$ cat src/rtl/adder_pkg.sv
// Shared types and helpers for the chunked adder.
package adder_pkg;

    typedef enum logic [1:0] {
        IDLE = 2'd0,
        RUN  = 2'd1,
        DONE = 2'd2
    } state_t;

    // Width of the slice index counter; at least one bit even for a single slice.
    function automatic int idx_w(input int n);
        return (n > 1) ? $clog2(n) : 1;
    endfunction

endpackage

$ cat src/rtl/chunk_add.sv
// Combinational W-bit ripple adder slice with carry into its top bit exposed.
module chunk_add #(
    parameter int W = 4
) (
    input  logic [W-1:0] x,
    input  logic [W-1:0] y,
    input  logic         ci,
    output logic [W-1:0] s,
    output logic         co,
    output logic         c_msb
);

    logic [W:0] c;

    // Bit-serial carry ripple across the slice.
    always_comb begin
        c    = '0;
        s    = '0;
        c[0] = ci;
        for (int i = 0; i < W; i++) begin
            s[i]   = x[i] ^ y[i] ^ c[i];
            c[i+1] = (x[i] & y[i]) | (x[i] & c[i]) | (y[i] & c[i]);
        end
        co    = c[W];
        c_msb = c[W-1];
    end

endmodule

$ cat src/rtl/chunked_adder.sv
// Multi-cycle adder/subtractor: one CHUNK-bit slice per clock, carry held between slices.
module chunked_adder
    import adder_pkg::*;
#(
    parameter int WIDTH = 16,
    parameter int CHUNK = 4
) (
    input  logic             clk,
    input  logic             rst_n,
    input  logic             start,
    input  logic [WIDTH-1:0] a,
    input  logic [WIDTH-1:0] b,
    input  logic             cin,
    input  logic             sub,
    output logic             busy,
    output logic             done,
    output logic [WIDTH-1:0] sum,
    output logic             cout,
    output logic             ovf
);

    localparam int NCHUNK = WIDTH / CHUNK;
    localparam int IW     = idx_w(NCHUNK);

    state_t           state, state_nxt;
    logic [IW-1:0]    idx;
    logic             carry;
    logic [WIDTH-1:0] a_q, b_q, part, part_nxt;
    logic [CHUNK-1:0] x, y, s;
    logic             co, c_msb;
    logic             accept, last;

    chunk_add #(.W(CHUNK)) u_slice (
        .x     (x),
        .y     (y),
        .ci    (carry),
        .s     (s),
        .co    (co),
        .c_msb (c_msb)
    );

    // Slice selection, accept/last decode and partial-sum merge.
    always_comb begin
        x        = a_q[int'(idx)*CHUNK +: CHUNK];
        y        = b_q[int'(idx)*CHUNK +: CHUNK];
        last     = (idx == IW'(NCHUNK - 1));
        accept   = start && (state != RUN);
        part_nxt = part;
        part_nxt[int'(idx)*CHUNK +: CHUNK] = s;
    end

    // State register.
    always_ff @(posedge clk) begin
        if (!rst_n) state <= IDLE;
        else        state <= state_nxt;
    end

    // Next-state and status outputs; a start in DONE chains straight into RUN.
    always_comb begin
        state_nxt = state;
        busy      = (state == RUN);
        done      = (state == DONE);
        case (state)
            IDLE:    if (accept) state_nxt = RUN;
            RUN:     if (last)   state_nxt = DONE;
            DONE:    state_nxt = accept ? RUN : IDLE;
            default: state_nxt = IDLE;
        endcase
    end

    // Operand capture, slice accumulation and result update on the final slice.
    always_ff @(posedge clk) begin
        if (!rst_n) begin
            idx   <= '0;
            carry <= 1'b0;
            a_q   <= '0;
            b_q   <= '0;
            part  <= '0;
            sum   <= '0;
            cout  <= 1'b0;
            ovf   <= 1'b0;
        end else if (accept) begin
            // Subtract is a + ~b + 1; cin is not used in that mode.
            a_q   <= a;
            b_q   <= sub ? ~b : b;
            carry <= sub ? 1'b1 : cin;
            idx   <= '0;
        end else if (state == RUN) begin
            part  <= part_nxt;
            carry <= co;
            if (last) begin
                sum  <= part_nxt;
                cout <= co;
                ovf  <= c_msb ^ co;
            end else begin
                idx <= idx + IW'(1);
            end
        end
    end

endmodule

$ cat config.mk
export PLATFORM = sky130hd
export DESIGN_NAME = chunked_adder
export DESIGN_NICKNAME = d
export VERILOG_FILES = /design/src/rtl/adder_pkg.sv /design/src/rtl/chunk_add.sv /design/src/rtl/chunked_adder.sv
export SDC_FILE = /design/constraint.sdc
export NUM_CORES = 1
export LEC_CHECK = 0
export ABC_AREA = 1
export BUFFER_PORTS_ARGS = -buffer_cell sky130_fd_sc_hd__buf_4
export CAP_MARGIN = 30
export CELL_PAD_IN_SITES_DETAIL_PLACEMENT = 1
export CELL_PAD_IN_SITES_GLOBAL_PLACEMENT = 1
export CORE_UTILIZATION = 30
export DETAILED_ROUTE_END_ITERATION = 6
export PLACE_DENSITY = 0.64
export SYNTH_ARGS = -nofsm -noshare
export SYNTH_HDL_FRONTEND = slang
export SYNTH_SLANG_ARGS = --single-unit
$ cat constraint.sdc
create_clock -name clk -period 5 [get_ports clk]
set_input_delay 1.25 -clock clk [delete_from_list [all_inputs] [get_ports clk]]
set_output_delay 1.25 -clock clk [all_outputs]
set_load 0.02 [all_outputs]
Word-level counts from Yosys, hierarchy flattened. Index checks and enable logic that the tools add are counted.

$add $sub $neg: 2. Equality and inequality tests: 6. Shift-type cells: 4. Multiplexer cells: 9. Bitwise operators: 33. Reductions and logical operators: 8.

Operators by type and width (count): 4-bit negator with 33-bit output (1); 4-bit by 33-bit variable shift with 16-bit output, first input constant (1); 4-bit by 33-bit indexed part select with 16-bit output (1); 16-bit by 5-bit indexed part select with 4-bit output (2); 16-bit bitwise mux (1); 16-bit two-way mux (1); 16-bit NOT (1); 1-bit bitwise AND (12); 1-bit bitwise XOR (9); 1-bit OR (8); 2-bit case mux with 3 select lines (1); 2-bit AND reduction (3); 2-bit == test, second input constant (2); 1-bit two-way mux (4); 2-bit two-way mux (2); 2-bit by 1-bit inequality test with 1-bit output, second input constant (2); 1-bit NOT (3); 3-bit AND reduction (1); 2-bit by 1-bit adder with 2-bit output, second input constant (1); 2-bit by 1-bit == test with 1-bit output, second input constant (1); 2-bit zero test (1); 2-bit inequality test, second input constant (1); 2-bit nonzero test (1); 2-bit OR reduction (1); 1-bit logical AND (1).

Flip-flop bits (word level): 71. Input port bits: 37. Output and inout bits: 20. Word-level logic and storage cells: 71.

Depth between registers and ports, before layout.
Word-level depth: 15. Gate-level depth with buffers: 17. Mapped depth without buffers: 15.

By module. Synthesis repeated with hierarchy kept, for this count alone.

Cells, all modules: 473. Area total of the unflattened synthesis: 3308.2 µm².

Modules (own cells, without submodules): chunked_adder (times used 1, cells each 459, area an instance 3190.6 µm², seq. area each 1341.3 µm²); chunk_add (times used 1, cells each 14, area an instance 117.6 µm², seq. area each 0.0 µm²).

Worst setup path after synthesis. No wires, ideal clock.

Kind: register -> register. Start: reg idx[0]. End: reg part[11]. Setup time: 0.109 ns. Arrival time: 2.927 ns. Required time: 4.891 ns. Path slack: 1.964 ns. Stages on the path, launching flop included: 17. Path buffers: 2. Period minus slack after synthesis: 3.036 ns. Path through: dfxtp_1 > clkbuf_1 > clkbuf_1 > o21ai_0 > o22ai_1 > fa_1 > inv_1 > fa_1 > fa_1 > inv_1 > fa_1 > inv_1 > nor2_1 > nand3_1 > nand3_1 > nand2_1 > inv_1.

Cells in the longest elaborated chain, start to end: 13. Elaborated cells between the ends (all ways): 29. Classes of those cells: add/sub: 1; shift: 4; mux: 1; bitwise: 23.

RTL lines: from (decl) (RTL line chunked_adder.sv:26) `logic [IW-1:0] idx;`; from (signal assigned) (RTL line chunked_adder.sv:96) `idx <= idx + IW'(1);`; 16-bit by 5-bit indexed part select with 4-bit output (on tied branches) (RTL line chunked_adder.sv:44, chunked_adder.sv:45); 1-bit bitwise AND (RTL line chunk_add.sv:22) `c[i+1] = (x[i] & y[i]) | (x[i] & c[i]) | (y[i] & c[i]);`; 1-bit OR (2 in a row) (RTL line chunk_add.sv:22); 1-bit bitwise AND (RTL line chunk_add.sv:22); 1-bit OR (2 in a row) (RTL line chunk_add.sv:22); 1-bit bitwise AND (RTL line chunk_add.sv:22); 1-bit OR (2 in a row) (RTL line chunk_add.sv:22); 1-bit bitwise XOR (RTL line chunk_add.sv:21) `s[i] = x[i] ^ y[i] ^ c[i];`; 4-bit by 33-bit indexed part select with 16-bit output (RTL line chunked_adder.sv:49) `part_nxt[int'(idx)*CHUNK +: CHUNK] = s;`; 16-bit bitwise mux (*) (RTL line chunked_adder.sv:49); to (signal assigned) (RTL line chunked_adder.sv:89) `part <= part_nxt;`; to (decl) (RTL line chunked_adder.sv:28) `logic [WIDTH-1:0] a_q, b_q, part, part_nxt;`.

Every way passes the cells marked *; elsewhere a longest branch is shown, timed or not. A chain may end at the register's enable or synchronous reset.

Final worst setup path.
Start: reg idx[1]. End: reg part[15].

Same word-level chain as after synthesis.

==> results_dict.tcl <==
set metrics [dict create \
    cts_tree "done" \
    syn_area_mm2 0.003533 \
    postCtsSetupRepairBufs 0 \
    grt_use_total_pct 16.26 \
    via_count 3277 \
    n_antenna_cell 0 \
    hp-class "register to register" \
    syn_to_final_growth_pct 22.95 \
    mostFrequentLayoutCell "nand2_1" \
    yosysUniqueCellTypes 25 \
    setup.worst_path.end_class "register" \
    drcViolationCount 0 \
    start_kind "register" \
    ys_seq_area_share_pct 40.23 \
    post-route-min-period_ns 3.321 \
    crit_path_max_fanout 13 \
    fin_crit_sh_pct 66.42 \
    antenna_found_initial 0 \
    worstPathArrival_ns 3.59 \
    routed_wirelength_um 9371 \
    die_h_um 110.5 \
    start_util_pct 30.81 \
    power.density_mw_per_mm2 349.2 \
    synth-edff-count 0 \
    grt_pass1_vias 3446 \
    drtIter0Drc 116 \
    clk_pin_slew_ns 0.06 \
    layoutNonFillerInstCount 708 \
    num_io_pins 57 \
    rows 39 \
    required_ns 5.27 \
    worstSetupPathType "register to register" \
    fp.coreArea_mm2 0.01147 \
    hold_viol 0 \
    synthCells 517 \
    worstMarginPinSlew_ns 0.5069 \
    setup_tns_ns 0 \
    drive_above_1_share_pct 14.51 \
    grt_first_pass_wirelength_um 16100 \
    routedWlPerCell_um 13.24 \
    synth_ff_type "dfxtp_1" \
    io_buffers 56 \
    grt-ovfl-total 0 \
    finalMaxSlewViolations 0 \
    insertion_delay_ns 0.33 \
    vias_per_cell 4.629 \
    cts.path.max_buffers 2 \
    grt_max_degree 44 \
    syn_area_per_cell_um2 6.834 \
    status "complete, no violations" \
    htree_levels 3 \
    relSlewSlack_pct 66.13 \
    root_buffer "clkbuf_16" \
    ir_drop_v 0.0001422 \
    clock-sinks 71 \
    yosysTopAreaCell "dfxtp_1" \
    max_cap_viol_count 0 \
    synth_seq_cells 71 \
    rsz0062_at_grt "false" \
    p_leak_uw 0.002070 \
    yosys_warnings 0 \
    gp_congestion 0.7496 \
    max_freq_mhz 301.1 \
    synth_nets 564 \
    skew_ns 0.007581 \
    synth-async-reset-ratio_pct 0 \
    finalNetCount 607 \
    die_x_um 110.5 \
    setup_viol 0 \
    layout_common_cells "nand2_1, nor2_1, dfxtp_1" \
    dr.pass1.iters 4 \
    dp_cells 692 \
    ctsResizeCount 0 \
    drtAntennaViolNets 0 \
    synth_area_leaders "dfxtp_1, nand2_1, nor2_1, nand3_1, o21ai_0" \
    dp_hpwl_um 6633 \
    synth_top_area_share_pct 40.23 \
    cts_hold_buffers 0 \
    cts_buffers 9 \
    dieArea_mm2 0.01222 \
]
flip-flops by register name (all words and copies together) (netlist names):
| register | count |
|---|---|
| a_q | 16 |
| idx | 2 |
| carry | 1 |
| part | 16 |
| b_q | 16 |
| cout | 1 |
| state | 2 |
| ovf | 1 |
| sum | 16 |
synthesized netlist by cell type, drive strengths merged (4+ instances only):
cell,instances
a21oi,17
buf,17
clkbuf,10
dfxtp,71
fa,4
ha,6
inv,54
nand2,112
nand3,54
nor2,95
o21ai,52
o22ai,4
xor2,16
worst max-delay path, cell delays in order, from the launching register on:
cell      delay (ns)
dfxtp_1         0.57
clkinv_1        0.41
o21ai_0         0.19
o22ai_1         0.12
fa_1            0.40
inv_1           0.07
fa_1            0.18
fa_1            0.21
inv_1           0.07
fa_1            0.50
inv_1           0.05
nor2_1          0.18
nand3_1         0.13
nand3_1         0.09
nand2_1         0.05
inv_1           0.05
layout make-up:
class	count	area (um2)
flip-flops and latches	71	1421
fillers	1449	7123
clock buffers	11	242.7
multi-input cells	363	1767
inverters	56	210.2
repair buffers	59	442.9
clock inverters	5	81.33
well taps	143	178.9
logic make-up (layout without fill, tap and decap cells):
family / Yosys count / after routing / synth area share (%)
XOR/XNOR: 17 / 17 / 4.214
buffers and inverters: 83 / 131 / 9.774
AND/OR/NAND/NOR: 263 / 263 / 30.91
adder cells (fa/ha/maj): 10 / 10 / 4.391
AO/OA/AOI/OAI: 73 / 73 / 10.48
flip-flops: 71 / 71 / 40.23
where the power goes:
| group | internal [uW] | switching [uW] |
|---|---|---|
| registers | 601 | 19.3 |
| clock network | 450 | 244 |
| logic | 78.3 | 124 |
final timing paths:
check | endpoint | depth (start not counted) | startpoint | slack (ns)
worst min register to register | a_q[2]$_SDFFE_PN0P_ | 2 | a_q[2]$_SDFFE_PN0P_ | 0.46
worst min-delay path | a_q[2]$_SDFFE_PN0P_ | 2 | a_q[2]$_SDFFE_PN0P_ | 0.46
worst max-delay path | part[15]$_SDFFE_PN0P_ | 15 | idx[1]$_SDFFE_PP0P_ | 1.68
worst max register to register | part[15]$_SDFFE_PN0P_ | 15 | idx[1]$_SDFFE_PP0P_ | 1.68
per-stage QoR:
step / power [uW] / setup WS (ns) / hold slack [ns] / cell area, um2 / utilization, %
final: 1517 / 1.679 / 0.4583 / 4344 / 37.88
after global routing: 1592 / 1.371 / 0.4995 / 4344 / 37.88
after CTS: 1539 / 1.641 / 0.4623 / 4344 / 37.88
after detailed placement: 836.8 / 1.660 / 0.4540 / 4020 / 35.06
after global placement: 829.1 / 1.857 / 0.4437 / 4020 / 35.06
after floorplan: 770.5 / 1.964 / 0.4247 / 3533 / -
routing by layer:
layer / GRT usage (%) / up-vias / share of wire [%]
li1: - / 1699 / -
met1: 19.90 / 1515 / 47
met2: 28.28 / 51 / 49
met3: 3.238 / 12 / 2.8
met4: 5.600 / 0 / 1.3
met5: 0 / - / 0
Power figures use the tool's default switching activity.
